## src/rtl/fetch_controller.sv

```systemverilog
// Instruction fetch sequencer: PC control, single-outstanding imem handshake, one-entry decode buffer.
// Optional misaligned-fetch fault reporting is enabled by defining FETCH_MISALIGN_EN.
module fetch_controller #(
    parameter int unsigned RESET_SKIP = 1,
    parameter logic [31:0] NOP_INSTR  = 32'h0000_0013
) (
    input  logic        clk,
    input  logic        rst,
    input  logic [31:0] pc_i,
    input  logic        redirect_i,
    input  logic [1:0]  redirect_sel_i,
    output logic        pc_stall_o,
    output logic        pc_jump_o,
    output logic [1:0]  pc_jump_sel_o,
    output logic        imem_req_o,
    output logic [31:0] imem_addr_o,
    input  logic        imem_gnt_i,
    input  logic        imem_rvalid_i,
    input  logic [31:0] imem_rdata_i,
    output logic [31:0] instr_o,
    output logic [31:0] instr_pc_o,
    output logic        instr_valid_o,
    input  logic        instr_ready_i,
    output logic        flush_o,
    output logic        fault_o
);

    typedef enum logic [2:0] {S_IDLE, S_REQ, S_WAIT, S_HOLD, S_DISCARD} state_t;

    typedef struct packed {
        logic [31:0] instr;
        logic [31:0] pc;
        logic        valid;
        logic        fault;
    } ibuf_t;

    localparam logic [1:0] SKIP_LAST = 2'(RESET_SKIP - 1);

    state_t     state;
    logic [1:0] skip_cnt;
    ibuf_t      ibuf;
    logic       flush_q;

    logic misalign;
    logic req_act;
    logic granted;
    logic redir;
    logic accept;
    logic fault_load;

`ifdef FETCH_MISALIGN_EN
    assign misalign = (pc_i[1:0] != 2'b00);
`else
    assign misalign = 1'b0;
`endif

    // A redirect is ignored while the post-reset skip window is still running
    assign redir      = redirect_i && (state != S_IDLE);
    assign req_act    = (state == S_REQ) && !misalign;
    assign granted    = req_act && imem_gnt_i;
    assign accept     = (state == S_WAIT) && imem_rvalid_i && !redir;
    assign fault_load = (state == S_REQ) && misalign && !redir;

    assign imem_req_o    = req_act;
    assign imem_addr_o   = req_act ? pc_i : 32'h0;
    assign pc_jump_o     = redir;
    assign pc_jump_sel_o = redir ? redirect_sel_i : 2'b00;
    assign pc_stall_o    = !(accept || redir);

    assign instr_o       = ibuf.valid ? ibuf.instr : NOP_INSTR;
    assign instr_pc_o    = ibuf.pc;
    assign instr_valid_o = ibuf.valid;
    assign fault_o       = ibuf.fault;
    assign flush_o       = flush_q;

    always_ff @(posedge clk or negedge rst) begin
        if (!rst) begin
            state    <= S_IDLE;
            skip_cnt <= 2'd0;
            ibuf     <= '{instr: NOP_INSTR, pc: 32'h0, valid: 1'b0, fault: 1'b0};
            flush_q  <= 1'b0;
        end else begin
            flush_q <= redir;

            // Refill wins over consume so a same-cycle hand-off keeps the new word
            if (redir) begin
                ibuf.instr <= NOP_INSTR;
                ibuf.valid <= 1'b0;
                ibuf.fault <= 1'b0;
            end else if (accept) begin
                ibuf <= '{instr: imem_rdata_i, pc: pc_i, valid: 1'b1, fault: 1'b0};
            end else if (fault_load) begin
                ibuf <= '{instr: NOP_INSTR, pc: pc_i, valid: 1'b1, fault: 1'b1};
            end else if (instr_ready_i) begin
                ibuf.valid <= 1'b0;
                ibuf.fault <= 1'b0;
            end

            case (state)
                S_IDLE: begin
                    if (skip_cnt == SKIP_LAST) state <= S_REQ;
                    else                       skip_cnt <= skip_cnt + 2'd1;
                end
                S_REQ: begin
                    if (redir)         state <= granted ? S_DISCARD : S_REQ;
                    else if (misalign) state <= S_HOLD;
                    else if (granted)  state <= S_WAIT;
                end
                S_WAIT: begin
                    // A response racing the redirect is simply dropped; nothing left in flight
                    if (redir)              state <= imem_rvalid_i ? S_REQ : S_DISCARD;
                    else if (imem_rvalid_i) state <= instr_ready_i ? S_REQ : S_HOLD;
                end
                S_HOLD: begin
                    if (redir || instr_ready_i) state <= S_REQ;
                end
                S_DISCARD: begin
                    if (imem_rvalid_i) state <= S_REQ;
                end
                default: state <= S_IDLE;
            endcase
        end
    end

endmodule

```

## config.mk

```make
export PLATFORM = sky130hd
export DESIGN_NAME = fetch_controller
export DESIGN_NICKNAME = d
export VERILOG_FILES = /design/src/rtl/fetch_controller.sv
export SDC_FILE = /design/constraint.sdc
export NUM_CORES = 1
export LEC_CHECK = 0
export ABC_AREA = 1
export BUFFER_PORTS_ARGS = -buffer_cell sky130_fd_sc_hd__buf_2
export CORE_ASPECT_RATIO = 0.7
export CORE_UTILIZATION = 48
export CTS_CLUSTER_DIAMETER = 120
export DETAILED_ROUTE_END_ITERATION = 8
export GPL_TIMING_DRIVEN = 0
export PLACE_DENSITY = 0.93
export SYNTH_ARGS = -nofsm -noshare
export SYNTH_HDL_FRONTEND = slang
export SYNTH_SLANG_ARGS = --single-unit
export TNS_END_PERCENT = 20
```

## constraint.sdc

```tcl
create_clock -name clk -period 2.2 [get_ports clk]
set_input_delay 0.22 -clock clk [delete_from_list [all_inputs] [get_ports clk]]
set_output_delay 0.22 -clock clk [all_outputs]
set_load 0.05 [all_outputs]
```

==> flow_metrics.py <==
metrics = {
    "sta": {
        "slew_viol_final": 0,
        "period_share_pct": 91.3,
        "rsz0062_at_grt": "false",
        "worst_pin_slew_ns": 0.906,
        "setup_viol": 0,
        "timing.fmax_mhz": 498,
        "whs_ns": -0.00128,
        "slew_headroom_pct": 39.6,
        "finalCriticalPeriod_ns": 2.01,
        "tns_ns": 0,
        "skew_ns": 0.00602,
        "hold_viol": 1,
    },
    "cells_and_area": {
        "synthToLayoutAreaGrowth_pct": 33.9,
        "nets": 728,
        "n_antenna_cell": 0,
        "drive_above_1_share_pct": 38.6,
        "instances_no_fill": 758,
    },
    "route": {
        "wirelength_mm": 8.80,
        "drt-initial-drc-count": 166,
        "vias_per_cell": 4.51,
        "route.detailed.drc": 0,
        "avgRoutedWirePerCell_microns": 11.6,
        "route.vias.total": 3417,
        "ant_nets": 0,
        "first_pass_iters": 4,
    },
    "clock_tree": {
        "cts-resized-gates": 2,
        "htreeDepth": 3,
        "cts-buffers-inserted": 9,
        "clkSinkCount": 71,
        "cts_tree": "done",
        "postCtsSetupRepairBufs": 0,
        "clock_latency_ns": 0.33,
        "cts_buffer_depth": 2,
        "hold_buffers": 0,
        "root_buffer": "clkbuf_8",
        "clk_pin_slew_ns": 0.07,
    },
    "synthesis": {
        "synthDominantCellAreaShare_pct": 47.2,
        "avgSynthCellArea_sq_um": 7.67,
        "yosys_warnings": 0,
        "ys_seq_area_share_pct": 49.4,
        "syn_inst": 470,
        "yosys-top-cells-area": "dfrtp_1 47%, nand2_1 17%, inv_1 8.0%",
        "synth_cell_type_count": 27,
        "netlist_area_sq_um": 3600,
        "synth.largest_area_cell": "dfrtp_1",
        "synth_seq_cells": 71,
        "syn-num-nets": 543,
    },
    "worst_setup_path": {
        "crit_required_ns": 1.98,
        "arrival_ns": 1.79,
        "r2r_start": "state[2]$_DFFE_PN0P_",
        "startpoint": "instr_valid_o$_DFFE_PN0P_",
        "crit_path_end_kind": "output pin",
        "cp_cell_sequence": "clkbuf_1, clkbuf_2, nand2_1, inv_1, buf_2",
        "cp_slowest_cell": "dfrtp_1",
        "crit_end": "instr_o[27]",
        "path_delay_family": "buffers and inverters",
        "worst-path-buf-inv": 4,
        "path_depth": 5,
        "slowest_delay_ns": 0.39,
        "r2r_cells": 7,
        "r2r_setup_slack_ns": 0.73,
        "crit_fanout": 10,
        "crit_type": "register to output pin",
        "startpoint_type": "register",
        "rr_endpoint": "instr_pc_o[22]$_DFFE_PN0P_",
    },
    "global_routing": {
        "busiest_layer": "met2",
        "met1_usage_pct": 27.8,
        "grt_start_max_net_pins": 72,
        "grt_pass1_wl_mm": 13.7,
        "grtUsageTotal_pct": 22.4,
        "grt_pass1_vias": 3070,
        "met2_usage_pct": 39.5,
        "gr-usage-met3_pct": 5.78,
        "antenna_found_initial": 0,
        "grt-ovfl-total": 0,
    },
    "placement": {
        "hpwl_mm": 6.73,
        "place_inst": 742,
        "port_buffers": 174,
        "gp_congestion": 0.923,
    },
    "floorplan": {
        "coreArea_sq_um": 7290,
        "start_util_pct": 49.5,
        "boundaryPins": 176,
        "die_y_microns": 74.5,
        "die-width_microns": 106,
        "die_area_sq_um": 7860,
        "std_cell_rows": 26,
    },
    "power_and_ir_drop": {
        "p_leak_nw": 3.18,
        "peakVddDrop_mv": 1.20,
        "powerDensity_nw_per_um2": 1420,
    },
    "status": {
        "violations": "hold timing",
        "status": "finished with violations",
    },
    "run": {
        "maxCapViolCount": 0,
    },
    "min_path": {
        "hp-class": "input port to asynchronous set/reset pin",
    },
}
==> kinds of logic after synthesis <==
logic type | synth area share, %
and+or+nand+nor | 25.0
AOI/OAI and AO/OA | 6.04
DFF | 49.4
adders and majority gates | 0.347
other | 0.104
buffers and inverters | 18.9
xor gates and xnor gates | 0.243
==> layout make-up <==
cell class | instances | area [sq um]
inverters | 80 | 300
fillers | 625 | 2460
multi-input cells | 267 | 1150
repair buffers | 174 | 878
clock buffers | 13 | 169
flip-flops and latches | 71 | 1780
plain buffers | 52 | 385
well taps | 98 | 123
clock inverters | 3 | 40.0
==> per-stage QoR <==
step | worst slack, ns | power (mW) | cell area [sq um] | util, %
after floorplan | 0.352 | 4.93 | 3600 | -
after global placement | 0.378 | 5.68 | 4600 | 63.1
after detailed placement | 0.327 | 5.76 | 4600 | 63.1
after CTS | 0.00953 | 6.86 | 4810 | 66.0
after global routing | 0.00370 | 7.20 | 4820 | 66.2
final | 0.191 | 6.83 | 4820 | 66.2
==> placed cells by master (no fill, tap or decap), drive strengths merged <==
master and instances:
buf 216, nand4 2, xor2 1, conb 1, or2 3, o21ai 35
clkbuf 23, inv 80, o22ai 3, a21oi 1, dfrtp 68, nand3 9
nor2 42, dfstp 3, clkinv 2, o211ai 1, ha 1, bufinv 1
nand2 166, nand3b 2
==> synth_stat cells <==
| cell type | instances |
|---|---|
| nand2_1 | 163 |
| inv_1 | 77 |
| dfrtp_1 | 68 |
| nor2_1 | 41 |
| buf_4 | 33 |
| o21ai_1 | 17 |
| o21ai_0 | 15 |
| clkbuf_1 | 9 |
| buf_6 | 8 |
| nand3_1 | 8 |
| dfstp_2 | 3 |
| inv_2 | 3 |
| nand2_2 | 3 |
| o21ai_2 | 3 |
| o22ai_1 | 3 |
| or2_2 | 3 |
| nand3b_1 | 2 |
| nand4_1 | 2 |
| a21oi_1 | 1 |
| buf_1 | 1 |
| buf_2 | 1 |
| conb_1 | 1 |
| ha_1 | 1 |
| nand3_4 | 1 |
| nor2_4 | 1 |
| o211ai_1 | 1 |
| xor2_1 | 1 |
==> power breakdown <==
part           switching, mW  leakage, nW  internal (mW)  total [mW]
sequential             0.233        0.934           1.68        1.92
combinational           2.78         2.13           1.06        3.84
clock                  0.467        0.109          0.614        1.08
total                   3.48         3.18           3.35        6.83
==> worst min path at each step <==
stage                                 end  cells past startpoint              from  slack [ns]
3_5_place_dp   instr_pc_o[16]$_DFFE_PN0P_                      1               rst        0.40
6_report       instr_pc_o[16]$_DFFE_PN0P_                      1               rst      -0.001
3_3_place_gp         ibuf[59]$_DFFE_PN0N_                      3  imem_rdata_i[25]        0.42
2_1_floorplan           flush_o$_DFF_PN0_                      0               rst       -0.08
4_1_cts        instr_pc_o[16]$_DFFE_PN0P_                      1               rst        0.04
5_1_grt        instr_pc_o[16]$_DFFE_PN0P_                      1               rst        0.06
==> metal layers <==
metal	up-vias	part of all wire (%)
li1	1718	-
met3	15	7.2
met2	135	48
met1	1549	44
met4	0	1.2
met5	-	0
==> state kept, by name, summed over array words and instances (netlist names) <==
signal,flops
instr_valid_o,1
ibuf,32
skip_cnt,2
instr_pc_o,32
state,3
flush_o,1
Note: power is estimated with default switching activity, not from simulation.
